### config.mk
export PLATFORM = sky130hd
export DESIGN_NAME = voice_mixer
export DESIGN_NICKNAME = d
export VERILOG_FILES = /design/src/rtl/voice_mixer.sv
export SDC_FILE = /design/constraint.sdc
export NUM_CORES = 1
export LEC_CHECK = 0
export ABC_AREA = 1
export CORE_MARGIN = 2
export CORE_UTILIZATION = 30
export CTS_BUF_LIST = sky130_fd_sc_hd__clkbuf_2
export DETAILED_ROUTE_END_ITERATION = 16
export DONT_BUFFER_PORTS = 1
export PLACE_DENSITY = 0.41
export REMOVE_ABC_BUFFERS = 1
export SLEW_MARGIN = 20
export SYNTH_ARGS = -nofsm -noshare
export SYNTH_HDL_FRONTEND = slang
export SYNTH_SLANG_ARGS = --single-unit
### constraint.sdc
create_clock -name clk -period 3.39 [get_ports clk]
set_input_delay 0.5085 -clock clk [delete_from_list [all_inputs] [get_ports clk]]
set_output_delay 0.5085 -clock clk [all_outputs]
set_load 0.01 [all_outputs]
### src/rtl/voice_mixer.sv
`default_nettype none
// ============================================================================
// Module   : voice_mixer
// Purpose  : Collects one sample from every busy note player after each frame
//            strobe, sums the voices serially on a single adder, attenuates
//            the sum by an arithmetic right shift, range-limits it and
//            presents it to the codec conditioner with a one-cycle ready pulse.
// Revision : 1.0 - initial release
// ----------------------------------------------------------------------------
// Parameters
//   NUM_VOICES  : number of voice inputs (1..4)
//   ATTEN_SHIFT : arithmetic right shift applied to the sum (0..3)
//   TIMEOUT     : maximum number of cycles spent collecting (2..255)
// Ports
//   clk                  in  : system clock
//   reset                in  : asynchronous reset, active low
//   generate_next_sample in  : one-cycle frame strobe, opens a collection window
//   voice_active         in  : per-voice busy flag, bit i is voice i
//   sample_in            in  : packed signed samples, voice i at [16i+15:16i]
//   sample_ready         in  : per-voice one-cycle valid pulse for sample_in
//   mix_out              out : signed mixed sample, holds between updates
//   mix_ready            out : one-cycle pulse when mix_out updates
//   clipped              out : with mix_ready, the result was saturated
//   late                 out : with mix_ready, the window closed on timeout
// Build option
//   VOICE_MIXER_SATURATE_EN : when defined the shifted sum saturates to the
//                             16-bit signed range and flags clipped; otherwise
//                             it wraps (low 16 bits) and clipped stays 0.
// ============================================================================
module voice_mixer #(
  parameter int NUM_VOICES  = 3,
  parameter int ATTEN_SHIFT = 1,
  parameter int TIMEOUT     = 64
) (
  input  logic                      clk,
  input  logic                      reset,
  input  logic                      generate_next_sample,
  input  logic [NUM_VOICES-1:0]     voice_active,
  input  logic [16*NUM_VOICES-1:0]  sample_in,
  input  logic [NUM_VOICES-1:0]     sample_ready,
  output logic [15:0]               mix_out,
  output logic                      mix_ready,
  output logic                      clipped,
  output logic                      late
);

  localparam int IDX_W = 2;
  localparam int CNT_W = 8;
  localparam logic [IDX_W-1:0] LAST_IDX = IDX_W'(NUM_VOICES - 1);
  localparam logic [CNT_W-1:0] CNT_LAST = CNT_W'(TIMEOUT - 1);

  typedef enum logic [1:0] {
    S_IDLE    = 2'd0,
    S_COLLECT = 2'd1,
    S_ACCUM   = 2'd2,
    S_OUTPUT  = 2'd3
  } state_t;

  state_t                 state_q, state_d;
  logic [15:0]            hold_q [NUM_VOICES];
  logic [15:0]            hold_d [NUM_VOICES];
  logic [NUM_VOICES-1:0]  expect_q, expect_d;
  logic [NUM_VOICES-1:0]  got_q, got_d;
  logic [CNT_W-1:0]       cnt_q, cnt_d;
  logic [IDX_W-1:0]       idx_q, idx_d;
  logic signed [17:0]     acc_q, acc_d;
  logic                   late_flag_q, late_flag_d;
  logic [15:0]            mix_out_q, mix_out_d;
  logic                   mix_ready_q, mix_ready_d;
  logic                   clipped_q, clipped_d;
  logic                   late_q, late_d;

  logic [NUM_VOICES-1:0]  got_next;
  logic signed [17:0]     term;
  logic signed [17:0]     acc_sum;
  logic [15:0]            result;
  logic                   result_clip;

  // Hold registers capture a voice sample whenever it is offered, in any
  // state; only the got mask decides whether it takes part in a mix.
  always_comb begin
    for (int i = 0; i < NUM_VOICES; i++) begin
      hold_d[i] = sample_ready[i] ? sample_in[16*i +: 16] : hold_q[i];
    end
  end

  // Includes pulses arriving this cycle so the completing sample moves the
  // machine to ACCUM on the very next edge.
  assign got_next = got_q | sample_ready;

  // Operand for the serial adder: the indexed voice, or zero when that voice
  // was not expected or never delivered inside the window.
  always_comb begin
    term = '0;
    for (int i = 0; i < NUM_VOICES; i++) begin
      if ((idx_q == IDX_W'(i)) && expect_q[i] && got_q[i]) begin
        term = {{2{hold_q[i][15]}}, hold_q[i]};
      end
    end
  end

  assign acc_sum = acc_q + term;

`ifdef VOICE_MIXER_SATURATE_EN
  localparam logic signed [17:0] SAT_MAX = 18'sd32767;
  localparam logic signed [17:0] SAT_MIN = -18'sd32768;

  logic signed [17:0] shifted;

  always_comb begin
    shifted     = acc_sum >>> ATTEN_SHIFT;
    result      = shifted[15:0];
    result_clip = 1'b0;
    if (shifted > SAT_MAX) begin
      result      = 16'h7FFF;
      result_clip = 1'b1;
    end else if (shifted < SAT_MIN) begin
      result      = 16'h8000;
      result_clip = 1'b1;
    end
  end
`else
  always_comb begin
    result      = 16'(acc_sum >>> ATTEN_SHIFT);
    result_clip = 1'b0;
  end
`endif

  always_comb begin
    state_d     = state_q;
    expect_d    = expect_q;
    got_d       = got_q;
    cnt_d       = cnt_q;
    idx_d       = idx_q;
    acc_d       = acc_q;
    late_flag_d = late_flag_q;
    mix_out_d   = mix_out_q;
    mix_ready_d = 1'b0;
    clipped_d   = 1'b0;
    late_d      = 1'b0;

    case (state_q)
      S_IDLE: begin
        if (generate_next_sample) begin
          expect_d    = voice_active;
          got_d       = '0;
          cnt_d       = '0;
          late_flag_d = 1'b0;
          state_d     = S_COLLECT;
        end
      end

      S_COLLECT: begin
        got_d = got_next;
        // Completion wins over timeout when both happen in the same cycle.
        if ((got_next & expect_q) == expect_q) begin
          idx_d   = '0;
          acc_d   = '0;
          state_d = S_ACCUM;
        end else if (cnt_q == CNT_LAST) begin
          idx_d       = '0;
          acc_d       = '0;
          late_flag_d = 1'b1;
          state_d     = S_ACCUM;
        end else begin
          cnt_d = cnt_q + CNT_W'(1);
        end
      end

      S_ACCUM: begin
        acc_d = acc_sum;
        idx_d = idx_q + IDX_W'(1);
        if (idx_q == LAST_IDX) begin
          // The final partial sum is shifted and limited on the way into
          // mix_out, so the status flags line up with the new value.
          mix_out_d   = result;
          mix_ready_d = 1'b1;
          clipped_d   = result_clip;
          late_d      = late_flag_q;
          state_d     = S_OUTPUT;
        end
      end

      S_OUTPUT: begin
        state_d = S_IDLE;
      end

      default: begin
        state_d = S_IDLE;
      end
    endcase
  end

  always_ff @(posedge clk or negedge reset) begin
    if (!reset) begin
      state_q     <= S_IDLE;
      for (int i = 0; i < NUM_VOICES; i++) begin
        hold_q[i] <= '0;
      end
      expect_q    <= '0;
      got_q       <= '0;
      cnt_q       <= '0;
      idx_q       <= '0;
      acc_q       <= '0;
      late_flag_q <= 1'b0;
      mix_out_q   <= '0;
      mix_ready_q <= 1'b0;
      clipped_q   <= 1'b0;
      late_q      <= 1'b0;
    end else begin
      state_q     <= state_d;
      for (int i = 0; i < NUM_VOICES; i++) begin
        hold_q[i] <= hold_d[i];
      end
      expect_q    <= expect_d;
      got_q       <= got_d;
      cnt_q       <= cnt_d;
      idx_q       <= idx_d;
      acc_q       <= acc_d;
      late_flag_q <= late_flag_d;
      mix_out_q   <= mix_out_d;
      mix_ready_q <= mix_ready_d;
      clipped_q   <= clipped_d;
      late_q      <= late_d;
    end
  end

  assign mix_out   = mix_out_q;
  assign mix_ready = mix_ready_q;
  assign clipped   = clipped_q;
  assign late      = late_q;

endmodule
`default_nettype wire

==> results of run 1 <==
[power by group through the flow]
stage | logic (mW) | registers, mW | clock network, mW
after floorplan | 1.05 | 1.67 | 0
after global placement | 1.43 | 1.73 | 0
after detailed placement | 1.44 | 1.74 | 0
after CTS | 1.55 | 1.71 | 0.640
after global routing | 1.75 | 1.74 | 0.688
final | 1.52 | 1.70 | 0.606
[kinds of logic (layout without fill, tap and decap cells)]
| group | after synthesis | in the layout | share of synthesized area (%) |
|---|---|---|---|
| AO/OA/AOI/OAI | 89 | 89 | 9.131 |
| buffers and inverters | 96 | 152 | 7.327 |
| XOR/XNOR | 10 | 10 | 1.598 |
| other | 1 | 3 | 0.06841 |
| multiplexers | 28 | 28 | 5.752 |
| adder cells (fa/ha/maj) | 24 | 24 | 5.615 |
| AND/OR/NAND/NOR | 306 | 306 | 23.94 |
| flip-flops | 102 | 102 | 46.56 |
[state kept, by name, indices dropped and copies added (netlist names)]
signal,count
late_flag_q,1
idx_q,2
expect_q,3
state_q,2
cnt_q,8
got_q,3
acc_q,17
mix_ready,1
hold_q,48
mix_out,16
late,1
[area by class of cell]
type / instances / area (µm²)
multi-input combinational: 458 / 2527
fill: 1861 / 11560
inverter: 74 / 282.8
sequential: 102 / 2552
timing repair buffer: 63 / 643.1
clock buffer: 9 / 45.04
clock inverter: 6 / 62.56
tap: 229 / 286.5
antenna: 2 / 5.005
[worst register-to-register path, delay by kind of cell, from the launching register on]
kind	cells	cell delay [ps]
and+or+nand+nor	7	800
AOI/OAI and AO/OA	3	630
buffers and inverters	4	560
adders and majority gates	2	520
DFF	1	470
[placed cells by master (no fill, tap or decap), drive strengths merged]
master and instances:
nand2 206, dfrtp 102, inv 75, dlygate4sd3 55, nand3 55, o21ai 37, a21oi 31, nor2 29
mux2 28, ha 23, a22oi 15, clkbuf 9, buf 8, xor2 7, nor3 6, nand4 5
nand3b 4, xnor2 3, diode 2, o21bai 2, clkinvlp 2, clkinv 2, o22ai 1, o211ai 1
a21boi 1, a21o 1, or2 1, fa 1, conb 1, bufinv 1
[worst max path at each step]
| stage | startpoint | endpoint | slack [ps] | cells after the start |
|---|---|---|---|---|
| floorplan | idx_q[0] | mix_out[11] | 340 | 18 |
| global placement | idx_q[0] | mix_out[7] | 410 | 15 |
| detailed placement | idx_q[1] | mix_out[7] | 390 | 17 |
| CTS | idx_q[0] | mix_out[7] | 310 | 15 |
| global route | idx_q[1] | mix_out[7] | 8 | 17 |
| finish | idx_q[0] | mix_out[13] | 340 | 16 |
[cell usage after synthesis, types with 3 or more instances]
cell type,n
sky130_fd_sc_hd__buf_2,8
sky130_fd_sc_hd__nor3_1,5
sky130_fd_sc_hd__clkbuf_1,8
sky130_fd_sc_hd__dfrtp_1,102
sky130_fd_sc_hd__a22oi_1,15
sky130_fd_sc_hd__xor2_1,7
sky130_fd_sc_hd__nand2_1,202
sky130_fd_sc_hd__nand3b_1,4
sky130_fd_sc_hd__nand3_1,51
sky130_fd_sc_hd__nor2_1,26
sky130_fd_sc_hd__a21oi_1,31
sky130_fd_sc_hd__nand3_2,4
sky130_fd_sc_hd__xnor2_1,3
sky130_fd_sc_hd__inv_2,4
sky130_fd_sc_hd__inv_1,69
sky130_fd_sc_hd__ha_1,23
sky130_fd_sc_hd__o21ai_0,36
sky130_fd_sc_hd__mux2_2,28
sky130_fd_sc_hd__nand4_1,5
[layer usage]
| layer | track usage [%] | share of wire [%] | vias up |
|---|---|---|---|
| met4 | 5.316 | 1.5 | 0 |
| met2 | 24.37 | 43 | 94 |
| met1 | 23.90 | 52 | 2102 |
| met3 | 2.659 | 3.9 | 12 |
| li1 | - | - | 2227 |
| met5 | 0 | 0 | - |
[per-stage QoR]
stage | hold slack [ps] | std cells | worst slack [ps] | cell area, µm²
2_1_floorplan | 212.9 | 634 | 339.0 | 5363
3_3_place_gp | 217.9 | 869 | 406.8 | 5694
3_5_place_dp | 217.0 | 869 | 393.1 | 5694
4_1_cts | 3.899 | 941 | 305.3 | 6400
5_1_grt | 36.09 | 942 | 7.645 | 6402
6_report | 41.79 | 943 | 340.1 | 6405
==> results.md, run 1 <==
- Summing internal, switching and leakage power gives 3.833 mW.
- The worst register-to-register path begins at idx_q[0].
- The number of cells upsized or downsized after cts is 0.
- The CTS buffer count is 9.
- The full die area is 19370 µm².
- The end of the worst register-to-register path is mix_out[13].
- The total routing resource utilization after global routing is 16.25%.
- The biggest area contributor in the post-synthesis netlist is sky130_fd_sc_hd__dfrtp_1.
- The critical path buffer and inverter count is 4.
- Setup repair after global routing left no endpoint under its margin.
- The flop and latch count out of synthesis is 102.
- The run finished with clean final reports.
- The relative contribution of sequential cells to total power is 44.4%.
- Internal power comes to 2.179 mW.
- Averaged over all synthesized cells, the footprint is 8.356 µm².
- The post-route minimum period is 3050 ps.
- The number of antenna violations at the first check in global routing was 1.
- The worst setup path is of the flop to flop kind.
- The relative area change from synthesis to final layout is 16.85%.
- The power density of the placed cells is 598.4 nW/µm².
- The level count of the clock H-tree is 3.
- The power share of the combinational group is 39.7%.
- The final weighted congestion in routability-driven placement is 0.8726.
- Data arrives at the worst endpoint at 3630 ps.
- In the final routed layout, each cell accounts on average for 15.86 µm.
- The longest clock path from root to sink contains 2 buffers.
- The vertical extent of the die is 139.2 µm.
- The startpoint type of the worst setup path is a flop.
- The cts-stage hold buffer count is 57.
- In the routed design, unresolved DRC markers number 0.
- Based on the critical path, the design can be clocked at up to 0.3279 GHz.
- The number of global-route vias before repair was 4663.
- The final core utilization is 35.66%.
- Clock latency on the worst-skew pair, taken at its later pin, is 650 ps.
- The number of I/O port buffers is 0.
- The required time at the worst-slack endpoint is 3970 ps.
- The first global-routing pass estimated 25.08 mm of wire.
- Walking the worst path, the cells encountered are inv_1 > ha_1 > inv_1 > nor2_2 > buf_4 > a21oi_1 > a22oi_1 > ha_1 > nand2_1 > inv_1 > a21oi_1 > nor2_1 > nor2_1 > nand3_1 > nand3_1 > nand2_1.
- The via count is 4435.
- The CTS clock-pin slew for the worst setup and hold paths is 290 ps.
- For this run, the slowest stage of the critical path takes 470 ps.
- The leakage power of the design is 3.274 nW.
- The worst hold path passes through 2 cells.
- The net count of the finished layout is 789.
- For the pin with the worst max-slew slack, the measured transition is 920.9 ps.
- The most prevalent standard cell on the critical path is sky130_fd_sc_hd__inv_1.
- The initial standard-cell utilization of the core is 30.51%.
- The count of nets left with antenna violations once routing finished came out at 0.
- In this run the core area contains 49 standard-cell rows.
- STA classifies the critical path endpoint as a flop.
- The worst setup skew after layout is 35.44 ps.
- Summed over all nets, the switching power comes to 1.653 mW.
- The number of max-cap violations is 0.
- The total overflow left after global routing is 0.
- The startpoint identified for the worst hold timing path is sample_ready[1].
- The count of boundary I/O pins is 76.
- The clock tree from TritonCTS is done.
- The fraction of the cycle the final worst path needs is 89.97%.
- The half-perimeter wire length after detailed placement is 10.47 mm.
- The synthesized netlist contains 38 unique library cells.
- After synthesis, the share of flip-flops with an asynchronous set or reset is 100.0%.
- Ranked by total cell area, the synthesized netlist is headed by sky130_fd_sc_hd__dfrtp_1 47%, sky130_fd_sc_hd__nand2_1 14%, sky130_fd_sc_hd__mux2_2 5.8%.
- The cell count of the worst reg-to-reg path is 16.
- The hold violation total from the final report is 0.
- The setup slack of the worst register-to-register path is 340 ps.
- The maximum number of pins on one net before global-route repair is 103.
- The primary flip-flop cell chosen by synthesis mapping is sky130_fd_sc_hd__dfrtp_1.
- The die span in x is 139.2 µm.
- The worst pin sits at a relative slew slack of 38.40%.
- The area of the placeable core is 17960 µm².
- The library cell used as clock root buffer is sky130_fd_sc_hd__clkbuf_2.
- Setup total negative slack on the finished layout was measured at 0 ps.
- The number of flops mapped to enable cells by yosys is 0.
- The maximum VDD drop is 171.2 µV.
- The setup fix buffers added after clock tree synthesis is 0.
- The clock net in this run drives a total of 102 sinks.
- The path with the worst hold slack has its endpoint at got_q[1].
- For this design, the slowest cell found on the critical path is sky130_fd_sc_hd__dfrtp_1.
- The switching share of power is 43.14%.
- The post-route netlist has 9.691% of its cells at a drive strength greater than 1.
- For this block, the initial DRC count from the detailed router was 296.
- In this run the worst path has a maximum fanout of 31.
- The total count of max-transition violations in the final report came to 0.
- The post-synth design cell area is 5482 µm².
- The via density per instance is 4.703.
- The number of instances in the synthesized netlist is 656.
- Before antenna repair, the detailed router went through 4 iterations.
- Yosys printed 0 warnings.
- The kind of cell adding the most delay to the critical path is simple AND/OR/NAND/NOR gates.
- The sequential-to-total area share from yosys stat is 46.56%.
- The clock network accounts for 15.8% of the total power.
- The number of setup violations in the final report is 0.
- For this block, the routed nets add up to 14.95 mm of wire.
- The share of synthesized area in the top cell type comes to 46.56%.
- In this run the worst hold path is classified as input pin to flop.
Note: power is estimated with default switching activity, not from simulation.
==> run 2: changes to the inputs <==
Settings changed: HOLD_SLACK_MARGIN set to 0.06.
==> results.md, run 2 (synthesis gave the netlist of run 1 again) <==
- The flow ran to the end, and the final reports show no timing, DRC or antenna violations.
- TritonCTS built the clock tree.
- The signal on the critical path passes through inv_1 > ha_1 > inv_1 > nor2_2 > buf_4 > a21oi_1 > a22oi_1 > ha_1 > nand2_1 > inv_1 > a21oi_1 > nor2_1 > nor2_1 > nand3_1 > nand3_1 > nand2_1.
- The fraction of the cycle the final worst path needs is 91.05%.
- The path class of the tightest hold or removal check is input pin to flop.
- IR analysis of the VDD net gives a maximum drop of 167.4 µV.
- The origin of the worst min-delay path is sample_ready[2].
- The half-perimeter wire length after detailed placement is 10.47 mm.
- The count of TritonRoute iterations in the first routing pass is 5.
- The count of boundary I/O pins is 76.
- The count of buffers added on input and output ports is 0.
- The post-route netlist has 9.705% of its cells at a drive strength greater than 1.
- Counting every sink on the clock net gives 102.
- Power spread over the standard cell area amounts to 599.4 nW/µm².
- The post-route minimum period is 3086 ps.
- Clock skew on the completed layout was measured at 31.41 ps.
- Setup violations remaining at the end of the flow were counted as 0.
- The power share of the combinational group is 39.7%.
- Max-cap violations in this run came to 0.
- The number of global-route vias before repair is 4654.
- The total length of routed met3 wires is 536 µm.
- The first global-routing pass estimated 25.05 mm of wire.
- Counting flops per register, the top entry is hold_q.
- The relative slew slack is 33.16%.
- The final core utilization is 35.60%.
- Data arrives at the worst endpoint at 3650 ps.
- Broken down by cell family, the worst path's largest delay share belongs to simple AND/OR/NAND/NOR gates.
- The area of the placeable core is 17960 µm².
- After detailed routing, the met2 layer carries 6.346 mm of wire.
- The top routing layer in use is met4.
- The endpoint type of the worst setup path is a flop.
- The initial standard-cell utilization of the core is 30.51%.
- The number of nets with antenna violations after detailed routing is 0.
- The biggest fanout along the worst timing path is 31.
- For this block, wires on met1 add up to 7.846 mm.
- The total routing resource utilization after global routing is 16.22%.
- The relative contribution of sequential cells to total power is 44.5%.
- Among all stages on the critical path, the largest delay is contributed by sky130_fd_sc_hd__dfrtp_1.
- The switching share of power is 43.18%.
- The clock latency on the worst-skew pair is 640 ps.
- Compared with the post-synthesis result, the final layout area differs by 16.66%.
- The die span in x is 139.2 µm.
- The number of gates resized after CTS was 0.
- Setup total negative slack on the finished layout was measured at 0 ps.
- The library cells used most frequently in the layout, excluding fill and tap cells, are 202 x sky130_fd_sc_hd__nand2_1, 102 x sky130_fd_sc_hd__dfrtp_1, 69 x sky130_fd_sc_hd__inv_1, 54 x sky130_fd_sc_hd__dlygate4sd3_1, 51 x sky130_fd_sc_hd__nand3_1.
- The clock network fraction of total power is 15.8%.
- The vertical extent of the die is 139.2 µm.
- The CTS clock-pin slew for the worst setup and hold paths is 300 ps.
- The startpoint type of the worst setup path is a flop.
- Summed over all layers, the routed wires come to 14.96 mm.
- The required time at the worst-slack endpoint is 3950 ps.
- In this run the deepest clock path goes through 2 buffers.
- In this run the post-CTS setup repair buffer count came out at 0.
- Based on the critical path, the design can be clocked at up to 0.3240 GHz.
- The CTS buffer count is 9.
- The total count of max-transition violations in the final report is 0.
- The number of antenna violations at the first check in global routing is 1.
- The maximum cell stage delay along the critical path is 470 ps.
- The aggregate global routing overflow is 0.
- The post-layout net count is 788.
- The classification of the worst setup path is flop to flop.
- Entering global routing, the biggest net connects 103 pins.
- Together, buffers and inverters on the worst path number 4.
- The switching power is 1.655 mW.
- The full die area is 19370 µm².
- The register with the most flip-flops in the layout has 48 of them.
- After the first detailed-routing iteration, the DRC count stood at 242.
- For the pin with the worst max-slew slack, the measured transition is 999.3 ps.
- The floorplan row count is 49.
- Setup repair after global routing left no endpoint under its margin.
- The leakage power of the design is 3.270 nW.
- The worst register-to-register path begins at idx_q[0].
- The hold violation total from the final report is 0.
- The level count of the clock H-tree is 3.
- Cell internal power was estimated by the tool at 2.178 mW.
- The via count is 4457.
- After detailed routing, the average wire length per cell comes to 15.88 µm.
- The congestion estimate from routability-driven global placement came to 0.8726.
- In this run the clock root is driven by a sky130_fd_sc_hd__clkbuf_2.
- The most numerous cell type found on the critical path is sky130_fd_sc_hd__inv_1.
- Leaving out fill and tap cells, the most frequent cell in the layout is sky130_fd_sc_hd__nand2_1.
- The final routed DRC violation total is 0.
- The launching element of the worst setup path is idx_q[0].
- Dividing the detail-routed via count by the number of cells gives 4.731.
run 2: worst paths after layout:
check                                    to  slack, ps  cells after the start
worst max-delay path            mix_out[13]        300                     16
worst min-delay path              hold_q[7]        130                      2
worst max register to register  mix_out[13]        300                     16
worst min register to register     acc_q[8]        530                      2
max in group asynchronous        hold_q[26]       2500                      2
min in group asynchronous        mix_out[1]        450                      2
run 2: routing by layer:
metal	vias up	global-route usage, %
li1	2226	-
met1	2127	23.90
met2	92	24.27
met3	12	2.659
met4	0	5.316
met5	-	0
run 2: stage by stage:
step	power (mW)	hold WS [ps]	instance area, µm²	worst slack (ps)	cells
after global placement	3.161	217.9	5694	406.8	869
after CTS	3.898	65.31	6390	305.3	940
after global routing	4.180	70.92	6392	7.645	941
after floorplan	2.716	212.9	5363	339.0	634
final	3.833	129.5	6395	303.5	942
after detailed placement	3.174	217.0	5694	393.1	869
run 2: final cells by class:
| cell class | instances | area [µm²] |
|---|---|---|
| Inverter | 74 | 282.8 |
| Multi-Input combinational cell | 458 | 2527 |
| Fill cell | 1862 | 11570 |
| Tap cell | 229 | 286.5 |
| Clock buffer | 9 | 45.04 |
| Antenna cell | 2 | 5.005 |
| Timing Repair Buffer | 62 | 633.1 |
| Clock inverter | 6 | 62.56 |
| Sequential cell | 102 | 2552 |
run 2: power groups by stage:
stage          registers [mW]  logic [mW]  clock network (mW)
3_5_place_dp             1.74        1.44                   0
4_1_cts                  1.71        1.55               0.640
6_report                 1.70        1.52               0.605
3_3_place_gp             1.73        1.43                   0
5_1_grt                  1.74        1.75               0.688
2_1_floorplan            1.67        1.05                   0
run 2: what timing repair did:
action / in CTS / in global routing
endpoints found under the setup margin: 0 / 0
hold endpoints to repair: 156 / 0
hold buffers: 56 / 0
==> run 3: changes to the inputs <==
Settings changed: CTS_CLUSTER_SIZE set to 14.
==> results of run 3 <==
The final DEF is identical to that of run 2; final timing and power are the same.
